**src/rtl/jtag_mem_arbiter.sv**
```systemverilog
// jtag_mem_arbiter: shares one 1-cycle-latency single-port memory between the CPU data port and the JTAG debug bridge
module jtag_mem_arbiter #(
    parameter int AW         = 32,
    parameter int DW         = 32,
    parameter int STARVE_MAX = 8
) (
    input  logic          CLK,
    input  logic          RSTN,
    input  logic          DBG_REQ,
    input  logic          DBG_WE,
    input  logic [AW-1:0] DBG_ADDR,
    input  logic [DW-1:0] DBG_WDATA,
    input  logic          DBG_ERR_CLR,
    output logic          DBG_BUSY,
    output logic          DBG_RVALID,
    output logic [DW-1:0] DBG_RDATA,
    output logic          DBG_OVERRUN,
    input  logic          CPU_REQ,
    input  logic          CPU_WE,
    input  logic [AW-1:0] CPU_ADDR,
    input  logic [DW-1:0] CPU_WDATA,
    output logic          CPU_GNT,
    output logic          CPU_RVALID,
    output logic [DW-1:0] CPU_RDATA,
    output logic          MEM_EN,
    output logic          MEM_WE,
    output logic [AW-1:0] MEM_ADDR,
    output logic [DW-1:0] MEM_WDATA,
    input  logic [DW-1:0] MEM_RDATA
);
    localparam int SW = (STARVE_MAX > 0) ? $clog2(STARVE_MAX + 1) : 1;
    localparam logic [SW-1:0] STARVE_LIM = SW'(STARVE_MAX);

    typedef enum logic [1:0] {OWN_NONE, OWN_CPU, OWN_DBG} owner_t;

    logic          pend_q, pend_d;
    logic          hold_we_q, hold_we_d;
    logic [AW-1:0] hold_addr_q, hold_addr_d;
    logic [DW-1:0] hold_wdata_q, hold_wdata_d;
    logic [SW-1:0] starve_q, starve_d;
    logic          ovr_q, ovr_d;
    logic          dbg_rvalid_q, dbg_rvalid_d;
    logic [DW-1:0] dbg_rdata_q, dbg_rdata_d;
    owner_t        owner_q, owner_d;
    logic          dbg_win, cpu_win, cap;

    assign DBG_BUSY    = pend_q;
    assign DBG_RVALID  = dbg_rvalid_q;
    assign DBG_RDATA   = dbg_rdata_q;
    assign DBG_OVERRUN = ovr_q;

    // Arbitration and memory-port mux; the CPU path is gated by RSTN so every output is 0 in reset
    always_comb begin
        dbg_win    = pend_q & (~CPU_REQ | (starve_q == STARVE_LIM));
        cpu_win    = RSTN & CPU_REQ & ~dbg_win;
        MEM_EN     = dbg_win | cpu_win;
        MEM_WE     = dbg_win ? hold_we_q : (cpu_win & CPU_WE);
        MEM_ADDR   = dbg_win ? hold_addr_q : (cpu_win ? CPU_ADDR : '0);
        MEM_WDATA  = dbg_win ? hold_wdata_q : (cpu_win ? CPU_WDATA : '0);
        CPU_GNT    = cpu_win;
        CPU_RVALID = owner_q == OWN_CPU;
        CPU_RDATA  = RSTN ? MEM_RDATA : '0;
    end

    // Next state: debug capture/drop, starvation count, overrun flag and read-return ownership
    always_comb begin
        cap          = DBG_REQ & (~pend_q | dbg_win);
        pend_d       = cap | (pend_q & ~dbg_win);
        hold_we_d    = cap ? DBG_WE : hold_we_q;
        hold_addr_d  = cap ? DBG_ADDR : hold_addr_q;
        hold_wdata_d = cap ? DBG_WDATA : hold_wdata_q;
        starve_d     = (pend_q & ~dbg_win) ? starve_q + 1'b1 : '0;
        ovr_d        = (DBG_REQ & ~cap) | (ovr_q & ~DBG_ERR_CLR);
        owner_d      = (dbg_win & ~hold_we_q) ? OWN_DBG : ((cpu_win & ~CPU_WE) ? OWN_CPU : OWN_NONE);
        dbg_rvalid_d = owner_q == OWN_DBG;
        dbg_rdata_d  = dbg_rvalid_d ? MEM_RDATA : dbg_rdata_q;
    end

    // State registers; reset drops any pending request and any in-flight read return
    always_ff @(posedge CLK or negedge RSTN) begin
        if (!RSTN) begin
            pend_q       <= 1'b0;
            hold_we_q    <= 1'b0;
            hold_addr_q  <= '0;
            hold_wdata_q <= '0;
            starve_q     <= '0;
            ovr_q        <= 1'b0;
            dbg_rvalid_q <= 1'b0;
            dbg_rdata_q  <= '0;
            owner_q      <= OWN_NONE;
        end else begin
            pend_q       <= pend_d;
            hold_we_q    <= hold_we_d;
            hold_addr_q  <= hold_addr_d;
            hold_wdata_q <= hold_wdata_d;
            starve_q     <= starve_d;
            ovr_q        <= ovr_d;
            dbg_rvalid_q <= dbg_rvalid_d;
            dbg_rdata_q  <= dbg_rdata_d;
            owner_q      <= owner_d;
        end
    end
endmodule

```
**config.mk**
```make
export PLATFORM = sky130hd
export DESIGN_NAME = jtag_mem_arbiter
export DESIGN_NICKNAME = d
export VERILOG_FILES = /design/src/rtl/jtag_mem_arbiter.sv
export SDC_FILE = /design/constraint.sdc
export NUM_CORES = 1
export LEC_CHECK = 0
export ABC_AREA = 1
export CAP_MARGIN = 20
export CORE_UTILIZATION = 35
export DETAILED_ROUTE_END_ITERATION = 7
export PLACE_DENSITY = 0.77
export SYNTH_ARGS = -nofsm -noshare
export SYNTH_HDL_FRONTEND = slang
export SYNTH_SLANG_ARGS = --single-unit
```
**constraint.sdc**
```tcl
create_clock -name CLK -period 1.4 [get_ports CLK]
set_input_delay 0.14 -clock CLK [delete_from_list [all_inputs] [get_ports CLK]]
set_output_delay 0.14 -clock CLK [all_outputs]
set_load 0.1 [all_outputs]
```
==> flow_summary.rst, run 1 <==
.. list-table::
   :header-rows: 1

   * - Metric
     - Value
   * - Status
     - finished with violations
   * - Violated checks
     - hold timing, setup timing
   * - Num rows
     - 45
   * - Worst clock skew
     - between 0.01 and 0.015 ns
   * - Most common cell after layout, fill and taps aside
     - nand2_1
   * - TritonCTS clock tree
     - built
   * - Total negative setup slack
     - -61.76 ns
   * - Type of destination of the critical path
     - output pin
   * - CTS Buf Count
     - 9
   * - Starting DRT DRC Count
     - between 500 and 600
   * - Longest individual stage delay on the worst path
     - around 0.39 ns
   * - Via count of the first global-routing pass
     - just under 7000
   * - Post-layout instance count excluding filler cells
     - about 1300
   * - Routed wire length
     - around 27000 um
   * - Number of max-cap violations
     - 0
   * - Buffer and inverter count on the worst path
     - 4
   * - Final setup violation count
     - ~140
   * - Commonest cells after routing, fill and taps aside
     - nand2_1, clkdlybuf4s50_1, buf_12, dfrtp_1, nand3_1
   * - Area used by multi-input combinational logic
     - 0.00409 mm2
   * - Synth unique cells
     - 16
   * - Global-route wire length before repair
     - between 30000 and 40000 um
   * - Pin count of the biggest net entering global routing
     - 83
   * - Worst slew margin
     - between 70% and 80%
   * - Switching fraction of total power
     - ~46%
   * - Total half-perimeter wirelength after legalization and detailed placement
     - ~17000 um
   * - H-tree Lvls
     - 3
   * - Lkg Pwr
     - 5.99 nW
   * - Die boundary width
     - 127 um
   * - Power per cell area
     - about 1200 mW/mm2
   * - GRT Resource Usage Total
     - 31.1%
   * - CTS clk-pin slew, worst paths
     - 0.08 ns
   * - Sequential cell area fraction in the yosys report
     - 48.7%
   * - Endpoint required time on the critical path
     - between 1 and 1.5 ns
   * - Via total after detailed routing
     - about 7000
   * - TritonCTS sink count
     - 106
   * - CP Launch Type
     - flip-flop
   * - Worst EP arrival
     - 1.98 ns
   * - Worst Setup Path Type
     - flip-flop to output pin
   * - Portion of total power attributed to the clock network
     - 18.7%
   * - Final estimated routing congestion in global placement
     - roughly 0.8
   * - Combinational group share of total power
     - a little under three fifths
   * - Net count, final
     - about 1300
   * - Setup slack of the critical path after layout
     - -0.717 ns
   * - Synth Register Bits
     - roughly 110
   * - Final clock period utilization by the worst path
     - 151%
   * - Synth-to-Final Area Change
     - 142%
   * - Share of power burned in registers
     - a little over a quarter
   * - Final hold slack
     - -0.205 ns
   * - Number of pins with negative max-slew slack in the final report
     - 0
   * - Slew @ Worst Pin
     - 0.402 ns
   * - Clock latency reported for the late side of the worst-skew pair
     - 0.36 ns
   * - Cells along the critical path
     - inv_1 > ha_2 > nand3_4 > nand2_8 > buf_12 > clkbuf_16 > nand3_1 > nand2_4 > buf_12
   * - Sum of overflow across all layers after global routing
     - 0
   * - Maximum buffer depth of the clock tree
     - 2
   * - First-pass detailed-route iteration total
     - 5
   * - Core occupancy in the finished layout
     - just under 90%
   * - Post-detailed-route via-to-cell ratio
     - between 5 and 6
   * - Register Area
     - 0.00266 mm2
   * - Netlist area before placement
     - roughly 0.0054 mm2
   * - HP Class
     - input pin to async pin
   * - Share of cells above drive strength 1
     - a little under 40%
   * - Initial antenna violation count
     - 1
   * - Standard cell core area
     - around 0.015 mm2
   * - Max IR drop VDD
     - 0.938 mV
   * - Synthesized area per cell
     - 7.25 um2
   * - Yosys warning count
     - 0
   * - Die area
     - 0.0161 mm2
   * - Remaining DRCs
     - 0
   * - Dominant cell type by count on the critical path
     - buf_12
   * - Clock root buffer
     - clkbuf_16
   * - RSZ-0062 raised after global routing
     - yes
   * - Port buffer count
     - roughly 300
   * - Die Y
     - roughly 130 um
   * - P_sw
     - roughly 7 mW
   * - Number of nets still failing antenna checks after routing
     - 0
   * - Fmax achieved
     - 472 MHz
   * - Synthesized instance count
     - approximately 750
   * - Final min period
     - around 2.1 ns
   * - Starting density of the core
     - a little over a third
   * - I/O Pins
     - 302
   * - Routed length per instance
     - around 21 um
   * - Placed cell count
     - around 1200
   * - CP delay by family, top
     - buffers and inverters
   * - Max FO, Critical Path
     - 9
   * - Slowest cell on crit path
     - dfrtp_1
   * - Fill cell count
     - between 700 and 800
   * - Net count after synthesis
     - 920
   * - Int Power
     - about 8.3 mW
   * - Hold Vio Cnt, Final
     - just under 50
final cells by class:
cell class / instances / area share, %
timing repair buffer: 385 / 43.1
tap: 188 / 1.79
inverter: 45 / 1.36
antenna: 1 / 0.0190
clock buffer: 11 / 1.85
clock inverter: 4 / 0.590
sequential: 106 / 20.2
multi-input combinational: 542 / 31.1
state kept, by name, summed over array words and instances (netlist names):
name,flops
DBG_RVALID,1
starve_q,4
DBG_OVERRUN,1
DBG_BUSY,1
DBG_RDATA,32
owner_q,2
hold_we_q,1
hold_addr_q,32
hold_wdata_q,32
layer usage:
layer  up-vias  wire length (um)  global-route usage (%)  share of wire [%]
met5         -                 0                       0                  0
met4         0              1020                    15.7                3.8
met1      3345              9440                    34.8                 35
met3        83              1880                    7.30                6.9
met2       345             14700                    55.5                 54
li1       3066                 -                       -                  -
cells by family (layout without fill, tap and decap cells):
group,after synthesis,after routing,share of synthesized area [%]
simple gates,536,537,41.7
flops,106,106,48.7
buf+inv,104,445,8.73
fa+ha+maj,2,2,0.459
xor+xnor,2,2,0.322
compound gates,1,1,0.115
other cells,0,1,0
repair_timing:
item,in CTS,in global routing
pin swaps,1,16
resized for setup,70,57
cloned,9,5
endpoints found under the setup margin,134,141
buffers inserted,17,6
hold endpoints to repair,49,49
power groups by stage:
stage               Sequential, mW  Combinational [mW]  Clock, mW
floorplan                     5.53                3.12          0
global placement              3.98                7.82          0
detailed placement            4.01                7.91          0
CTS                           3.98                8.21       2.85
global route                  4.08                8.67       2.98
finish                        4.04                8.42       2.86
final timing paths:
kind / startpoint / endpoint / slack [ns] / cells past startpoint
worst max-delay path: starve_q[0] / MEM_WDATA[28] / -0.72 / 9
worst min-delay path: RSTN / DBG_RDATA[12] / -0.21 / 2
worst max register to register: starve_q[1] / hold_wdata_q[7] / -0.33 / 10
worst min register to register: hold_addr_q[13] / hold_addr_q[13] / 0.48 / 2
max in group asynchronous: RSTN / hold_we_q / 0.93 / 3
min in group CLK: DBG_WDATA[25] / hold_wdata_q[25] / 0.33 / 3
Yosys cell counts:
library cell | instances | share of area (%)
buf_2 | 20 | 1.8
dfrtp_1 | 106 | 49
inv_1 | 43 | 3.0
buf_1 | 4 | 0.28
xor2_1 | 1 | 0.16
o22ai_1 | 1 | 0.11
buf_6 | 6 | 1.2
nand3_1 | 195 | 18
clkbuf_1 | 25 | 1.7
nor2_1 | 6 | 0.41
nand3_2 | 2 | 0.37
nand2_1 | 333 | 23
xnor2_1 | 1 | 0.16
buf_4 | 4 | 0.55
inv_2 | 2 | 0.14
ha_1 | 2 | 0.46
stage by stage:
| stage | power (mW) | hold slack, ns | setup WS, ns | area (um2) |
|---|---|---|---|---|
| final | 15.3 | -0.205 | -0.717 | 13200 |
| after global routing | 15.7 | -0.171 | -0.780 | 13200 |
| after CTS | 15.0 | -0.194 | -0.654 | 12800 |
| after detailed placement | 11.9 | 0.185 | -0.386 | 11700 |
| after global placement | 11.8 | 0.190 | -0.358 | 11700 |
| after floorplan | 8.65 | -0.156 | -0.246 | 6860 |
(Power assumes the default switching activity.)
==> inputs of run 2 (changes only) <==
HOLD_SLACK_MARGIN = 0.05   (was default)
==> results of run 2 <==
Same layout as run 1: the final DEF is identical, and so are final timing and power.
